File: src/rtl/block_exp_normalizer.sv
// block_exp_normalizer: collects a frame of exponent beats, then emits each beat re-biased against the frame maximum.
// Optional macro BLKEXP_UFLOW_CNT_EN adds the uflow_cnt output.
module block_exp_normalizer #(
  parameter int EXP_WIDTH = 4,
  parameter int LANES = 64,
  parameter int BEATS = 4,
  parameter int BIAS = 2 ** (EXP_WIDTH - 1)
) (
  input  logic                       clk,
  input  logic                       rst,
  input  logic                       in_valid,
  output logic                       in_ready,
  input  logic [LANES*EXP_WIDTH-1:0] in_exp,
  output logic                       out_valid,
  input  logic                       out_ready,
  output logic [LANES*EXP_WIDTH-1:0] out_exp,
  output logic [EXP_WIDTH-1:0]       out_blk_exp,
  output logic                       out_last
`ifdef BLKEXP_UFLOW_CNT_EN
  ,
  output logic [$clog2(LANES*BEATS+1)-1:0] uflow_cnt
`endif
);
  localparam int W = LANES * EXP_WIDTH;
  localparam int IW = BEATS > 1 ? $clog2(BEATS) : 1;
  localparam int EMAX = 2 ** EXP_WIDTH - 1;
  typedef enum logic {COLLECT, EMIT} state_t;
  state_t state_q, state_d;
  logic [IW-1:0] wr_q, wr_d, rd_q, rd_d;
  logic [EXP_WIDTH-1:0] max_q, max_d, blk_q, blk_d, beat_max;
  logic [W-1:0] frame_q [BEATS];
  logic [W-1:0] cur;
  logic acc, hs;

  // Signed distance below the re-biased maximum; e never exceeds m so the range stays small.
  function automatic int bias_diff(input logic [EXP_WIDTH-1:0] e, input logic [EXP_WIDTH-1:0] m);
    return int'(e) + BIAS - int'(m);
  endfunction

  function automatic logic [EXP_WIDTH-1:0] norm(input logic [EXP_WIDTH-1:0] e, input logic [EXP_WIDTH-1:0] m);
    int t;
    t = bias_diff(e, m);
    return (e == '0 || t < 0) ? '0 : t > EMAX ? '1 : t[EXP_WIDTH-1:0];
  endfunction

  assign in_ready = state_q == COLLECT;
  assign out_valid = state_q == EMIT;
  assign out_last = out_valid && rd_q == IW'(BEATS - 1);
  assign out_blk_exp = blk_q;
  assign acc = in_valid && in_ready;
  assign hs = out_valid && out_ready;

  always_comb begin
    beat_max = max_q;
    out_exp = '0;
    cur = frame_q[rd_q];
    for (int i = 0; i < LANES; i++) begin
      beat_max = in_exp[i*EXP_WIDTH +: EXP_WIDTH] > beat_max ? in_exp[i*EXP_WIDTH +: EXP_WIDTH] : beat_max;
      out_exp[i*EXP_WIDTH +: EXP_WIDTH] = norm(cur[i*EXP_WIDTH +: EXP_WIDTH], blk_q);
    end
  end

  always_comb begin
    state_d = state_q;
    wr_d = wr_q;
    rd_d = rd_q;
    max_d = max_q;
    blk_d = blk_q;
    if (acc) begin
      max_d = beat_max;
      wr_d = wr_q == IW'(BEATS - 1) ? '0 : wr_q + 1'b1;
      blk_d = wr_q == IW'(BEATS - 1) ? beat_max : blk_q;
      state_d = wr_q == IW'(BEATS - 1) ? EMIT : COLLECT;
    end
    if (hs) begin
      rd_d = out_last ? '0 : rd_q + 1'b1;
      max_d = out_last ? '0 : max_q;
      state_d = out_last ? COLLECT : EMIT;
    end
  end

  always_ff @(posedge clk or posedge rst) begin
    if (rst) begin
      state_q <= COLLECT;
      wr_q <= '0;
      rd_q <= '0;
      max_q <= '0;
      blk_q <= '0;
    end else begin
      state_q <= state_d;
      wr_q <= wr_d;
      rd_q <= rd_d;
      max_q <= max_d;
      blk_q <= blk_d;
    end
  end

  // Frame storage carries no reset; it is only observed while out_valid is high.
  always_ff @(posedge clk) begin
    if (acc) frame_q[wr_q] <= in_exp;
  end

`ifdef BLKEXP_UFLOW_CNT_EN
  localparam int CW = $clog2(LANES * BEATS + 1);
  logic [CW-1:0] uflow_q, uflow_d, uflow_beat;

  // The presented beat's underflows are folded in so the full frame total shows alongside out_last.
  always_comb begin
    uflow_beat = '0;
    for (int i = 0; i < LANES; i++)
      uflow_beat = uflow_beat + CW'(cur[i*EXP_WIDTH +: EXP_WIDTH] != '0 && bias_diff(cur[i*EXP_WIDTH +: EXP_WIDTH], blk_q) < 0);
    uflow_d = hs ? (out_last ? '0 : uflow_q + uflow_beat) : uflow_q;
    uflow_cnt = out_valid ? uflow_q + uflow_beat : uflow_q;
  end

  always_ff @(posedge clk or posedge rst) begin
    if (rst) uflow_q <= '0;
    else uflow_q <= uflow_d;
  end
`endif
endmodule

File: config.mk
export PLATFORM = sky130hd
export DESIGN_NAME = block_exp_normalizer
export DESIGN_NICKNAME = d
export VERILOG_FILES = /design/src/rtl/block_exp_normalizer.sv
export SDC_FILE = /design/constraint.sdc
export NUM_CORES = 2
export LEC_CHECK = 0
export ABC_AREA = 0
export CORE_MARGIN = 2
export CORE_UTILIZATION = 40
export DETAILED_ROUTE_END_ITERATION = 6
export PLACE_DENSITY = 0.69
export SYNTH_ARGS = -nofsm -noshare
export SYNTH_HDL_FRONTEND = slang
export SYNTH_SLANG_ARGS = --single-unit
File: constraint.sdc
create_clock -name clk -period 131.8 [get_ports clk]
set_input_delay 19.77 -clock clk [delete_from_list [all_inputs] [get_ports clk]]
set_output_delay 19.77 -clock clk [all_outputs]
set_load 0.05 [all_outputs]
-- Yosys cells after proc, flatten, opt, wreduce, memory -nomap -nowiden
Memories as Yosys holds them, arrays and structs flattened.
Index checks and enable logic that the tools add are counted.
Widths: inputs -> output; s select.
- flip-flop bits (word level): 13
- latch bits: 0
- RAM bits: 1024
- memory bits (read-only): 0
- input port bits: 260
- logic and storage cells: 669
- memories: 1
- memory list (memory ; depth ; width ; rd ports ; clocked after Yosys merged registers in ; wr ports ; RTL line ; RTL):
    frame_q ; 4 ; 256 ; 1 ; 0 ; 1 ; 31 ; logic [W-1:0] frame_q [BEATS];
- add/subtract/negate cells: 130
- multiply operators: 0
- divide/modulo/power cells: 0
- order comparisons: 192
- eq/ne operators: 3
- shifts and indexed selects: 0
- multiplexer cells: 203
- bitwise gates (word level): 1
- reduce and logical (&&, ||, !) cells: 134
- operators by type and width (cell ; count):
    $mux 4 ; 195
    $gt 6x5->1 const B ; 64
    $lt 6x1->1 const B ; 64
    $sub 5x4->6 ; 64
    $add 4x4->5 const B ; 64
    $gt 4x4->1 ; 64
    $logic_not 4->1 ; 64
    $logic_or 1x1->1 ; 64
    $mux 1 ; 6
    $add 2x1->2 const B ; 2
    $eq 2x2->1 const B ; 2
    $mux 2 ; 2
    $reduce_and 2->1 ; 2
    $logic_and 1x1->1 ; 3
    $ne 2x2->1 const B ; 1
    $reduce_bool 2->1 ; 1
    $not 1->1 ; 1

-- Logic depth before layout (Yosys ltp)
- depth after elaboration: 130
- gate-level depth with buffers: 485
- mapped depth without buffers: 483

-- Worst setup path before layout
Ideal clock, no wire load.
- path type: input-to-reg
- start point: in in_exp[1]
- end point: reg blk_q[0], in the netlist out_blk_exp[0]
- setup time: 96 ps
- arrival time: 108618 ps
- slack: 23086 ps
- stages on the path: 440
- buffers on the path: 1
- path through: ha_1 nor2b_4 o211ai_2 a21oi_1 mux2i_1 ha_1 nor2b_1 o21ai_0 o21ai_1 a2111oi_4 or2_2 nand2_1 o21ai_0 ha_1 and2_1 a21oi_1 a41oi_1 a31oi_1 [404 not listed] o21a_1 inv_1 ha_1 and3_1 a21o_1 a31o_2 and3b_2 and2b_1 a21oi_1 ha_1 o21ai_0 nand2b_1 a21oi_1 a41o_1 inv_1 nand3_1 o21ai_0 a31oi_1
- cells in the longest elaborated chain, start to end: 128
- ends and longest elaborated chain (what ; RTL line ; RTL):
    start, declared ; 13 ; input logic [LANES*EXP_WIDTH-1:0] in_exp,
    $gt 4x4->1 ; 58 ; beat_max = in_exp[i*EXP_WIDTH +: EXP_WIDTH] > beat_max ? in_exp[i*EXP_WIDTH +: EXP_WIDTH] : beat_max;
    $mux 4 * ; 58 ;
    $gt 4x4->1 ; 58 ;
    $mux 4 * ; 58 ;
    $gt 4x4->1 ; 58 ;
    $mux 4 * ; 58 ;
    $gt 4x4->1 ; 58 ;
    $mux 4 * ; 58 ;
    [112 not listed] ; - ;
    $gt 4x4->1 ; 58 ;
    $mux 4 * ; 58 ;
    $gt 4x4->1 ; 58 ;
    $mux 4 * ; 58 ;
    $gt 4x4->1 ; 58 ;
    $mux 4 * ; 58 ;
    $gt 4x4->1 ; 58 ;
    $mux 4 * ; 58 ;
    end signal, assigned ; 94 ; blk_q <= blk_d;
    end, declared ; 30 ; logic [EXP_WIDTH-1:0] max_q, max_d, blk_q, blk_d, beat_max;
Mark *: on every way between the ends. The rest lies on a longest branch, timed or not.
A chain may end at the register's enable or synchronous reset.

-- Worst setup path after layout
- start point: in in_exp[1]
- end point: reg max_q[2]
- cells in the longest elaborated chain, start to end: 130
- ends and longest elaborated chain (what ; RTL line ; RTL):
    $gt 4x4->1 ; 58 ;
    $mux 4 * ; 58 ;
    $gt 4x4->1 ; 58 ;
    $mux 4 * ; 58 ;
    $gt 4x4->1 ; 58 ;
    $mux 4 * ; 58 ;
    $gt 4x4->1 ; 58 ;
    $mux 4 * ; 58 ;
    [114 not listed] ; - ;
    $gt 4x4->1 ; 58 ;
    $mux 4 * ; 58 ;
    $gt 4x4->1 ; 58 ;
    $mux 4 * ; 58 ;
    $gt 4x4->1 ; 58 ;
    $mux 4 * ; 58 ;
    $mux 4 * ; 69 ; if (acc) begin
    $mux 4 * ; 75 ; if (hs) begin
    end signal, assigned ; 93 ; max_q <= max_d;
    end, declared ; 30 ;
Mark *: on every way between the ends. The rest lies on a longest branch, timed or not. The select of a mux whose other input is x is not followed.

==> metrics.md <==
| Metric | Value |
|---|---|
| Max-slew violations | 0 |
| Synth Area in Adders | 14.06% |
| Global placer's final weighted congestion | 0.8773 |
| Overflow after GRT | 0 |
| Min-delay worst type | flop to flop |
| Initial Utilization | between 40% and 50% |
| Clock-pin slew on the worst setup and hold paths | around 0.06 ns |
| Register area | ~31,000 um2 |
| Cell mode on critical path | ha_1 |
| Mapped Area | 64,240 um2 |
| Total track usage | approximately a fifth |
| Slew headroom | 30.87% |
| CTS Buf Count | ~110 |
| Status | finished, final reports clean |
| Largest family of logic cells by synthesized area | adder cells |
| Die Span Y | around 400 um |
| Routed via count | 43,640 |
| Final setup fails | 0 |
| Async S/R FF share, synth | under 10% |
| Yosys top cell by area | edfxtp_1 |
| Synth area leaders | edfxtp_1 (48%), ha_1 (11%), mux4_2 (9.0%), inv_1 (4.1%), a21oi_1 (3.3%) |
| FF-to-FF path depth | 440 |
| CP required | 132.38 ns |
| Period Utilization, post-route | 90.15% |
| Die X | between 400 and 500 um |
| Final worst slack | approximately 13 ns |
| # IOs | ~520 |
| Clk_skew | between 0.03 and 0.04 ns |
| Synth top area share | roughly 48% |
| DR pass1 iterations | 5 |
| Skew-Pair Late Insertion Delay | around 0.73 ns |
| Final TNS setup | 0 ns |
| H-tree depth | 3 |
| CP max-delay cell | clkdlybuf4s50_1 |
| Worst Setup End Kind | flop |
| Critical Path End | max_q[2]$_DFFE_PP0P_ |
| WL/cell | slightly above 20 um |
| Post-synthesis cell type count | between 100 and 150 |
| CTS resizes | 0 |
| Initial antenna violation count | 38 |
| P&R area growth vs syn | 17.94% |
| Largest net degree at the start of global routing | 134 |
| EDFF count, synth | around 1,000 |
| Worst r2r src | max_q[2]$_DFFE_PP0P_ |
| Fin. Hold Viols | 0 |
| Layout cells sized above 1 | 11.26% |
| Mux share of post-synthesis cell area | 10.72% |
| Least-Margin Pin Slew | 1.037 ns |
| Post-CTS setup repair buffer count | 0 |
| Crit path launch type | input pin |
| Clock Sink Count | 1,037 |
| Rows | approximately 150 |
| Avg Cell Area, Syn | 12.65 um2 |
| First-pass GRT wire length | between 200 and 250 mm |
| Post-CTS Hold Buffers | 0 |
| Routed Antenna Nets | 0 |
| Worst R2R Setup Slack | about 32 ns |
| Yosys warning total | 0 |
| Register area share after synthesis | 48.38% |
| Vias per cell | roughly 5.6 |
| Maxcap violations | 0 |
| WS Path Type | input pin to flop |
| CP arrival | 119.40 ns |
| Syn Nets | 5,991 |
| Post-DP HPWL | between 100 and 150 mm |
| RSZ-0062 raised after global routing | no |
| Most used DFF post-synth | edfxtp_1 |
| Min Clock Period, post-route | between 100 and 150 ns |
| Die area | roughly 160,000 um2 |
| Worst setup startpoint | in_exp[1] |
| Fill cells | 13,960 |
| Vias in the first global route | approximately 44,000 |
| Mapped Cells | 5,080 |
| Yosys reg bits | between 1,000 and 1,500 |
| Drc violations | 0 |
| Hold depth | 1 |
| R2r endpoint | max_q[2]$_DFFE_PP0P_ |
| Commonest non-fill, non-tap cell in the layout | edfxtp_1 |
| Commonest non-fill, non-tap cells in the layout | edfxtp_1 (1,024), inv_1 (696), ha_1 (587), clkdlybuf4s50_1 (522), a21oi_1 (420) |
| DRT iter0 DRCs | roughly 2,900 |
| Worst path max stage delay | roughly 0.53 ns |
| Worst slack, placed | 13.51 ns |
| Port-buffer cells | roughly 520 |
| CTS max path bufs | 3 |
| Xor/xnor share of the synthesized area | about 2.3% |
| Multi-input gate area | between 30,000 and 40,000 um2 |
| Achievable Freq | ~8.4 MHz |
| Simple-gate share of the synthesized area | under 10% |
| CTS tree | built |
| Total Wirelength | approximately 160 mm |
| Critical Path Fanout Max | 11 |
| Core ar. | between 150,000 and 200,000 um2 |
| Root buffer cell | clkbuf_16 |
| NumNets Final | ~6,600 |
| Synth Area in Compound Gates | between 10% and 20% |
## synth_stat cells (25+ instances only)
master    number
mux4_2       256
buf_1         34
nand3b_1      69
o21ai_0      167
mux2i_1       30
nand2b_1      77
inv_1        698
o41ai_1       69
mux2_2        72
nor3_1        34
a21oi_1      420
edfxtp_1    1024
xnor2_1       26
nor2_1       174
o31ai_1       27
o21a_1        71
and2_1        51
o211ai_1      27
nand2_1      178
ha_1         587
xor2_1       143
clkbuf_1      25
maj3_1        37
a31oi_1       42
a21o_1       105
nand3_1       47
fa_1          64
## critical path, delay by kind of cell
family | cells | cell delay (ns)
adder cells (fa/ha/maj) | 92 | 28.87
AND/OR/NAND/NOR | 128 | 19.20
AO/OA/AOI/OAI | 153 | 32.57
buffers and inverters | 20 | 1.95
multiplexers | 48 | 16.97
## through the flow
stage	std cells	hold WS, ns	utilization, %	cell area, um2
3_5_place_dp	7629	0.5623	44.96	71940
4_1_cts	7839	0.5892	47.32	75720
3_3_place_gp	7629	0.5625	44.96	71940
5_1_grt	7851	0.6055	47.34	75750
2_1_floorplan	5080	0.4953	-	64240
6_report	7856	0.5929	47.35	75760
## how the worst min path moves through the flow
stage,start,end,slack (ns)
final,max_q[1]$_DFFE_PP0P_,max_q[1]$_DFFE_PP0P_,0.59
after detailed placement,max_q[1]$_DFFE_PP0P_,max_q[1]$_DFFE_PP0P_,0.56
after floorplan,max_q[1]$_DFFE_PP0P_,max_q[1]$_DFFE_PP0P_,0.50
after global placement,max_q[1]$_DFFE_PP0P_,max_q[1]$_DFFE_PP0P_,0.56
after global routing,max_q[1]$_DFFE_PP0P_,max_q[1]$_DFFE_PP0P_,0.61
after CTS,max_q[1]$_DFFE_PP0P_,max_q[1]$_DFFE_PP0P_,0.59
## flip-flops by register name, indices dropped and copies added, names as in the netlist
signal / cells
frame_q: 1024
max_q: 4
out_blk_exp: 4
out_valid: 1
rd_q: 2
wr_q: 2
## kinds of logic (layout without fill, tap and decap cells)
kind of cell	after synthesis	count (layout)
fa+ha+maj	691	691
other cells	0	17
simple gates	810	810
buf+inv	785	1458
compound gates	1229	1229
xor+xnor	169	169
mux	359	359
flops	1037	1037
## cell type report
type	count	share of cell area (%)
repair buffers	548	7.220
flip-flops and latches	1037	41.04
multi-input cells	3258	39.77
diodes	17	0.05615
inverters	700	3.485
clock inverters	68	1.045
clock buffers	142	3.944
well taps	2086	3.445
## metal layers
metal	vias to the layer above	routed length, um	global-route usage (%)
met1	21710	67110	24.34
met2	1095	80690	33.76
met3	255	9667	3.612
met5	-	256	0
li1	20540	-	-
met4	36	4509	6.802
Power is not shown: default switching activity piles up to over one toggle a cycle in this logic, so the estimate is an artifact.
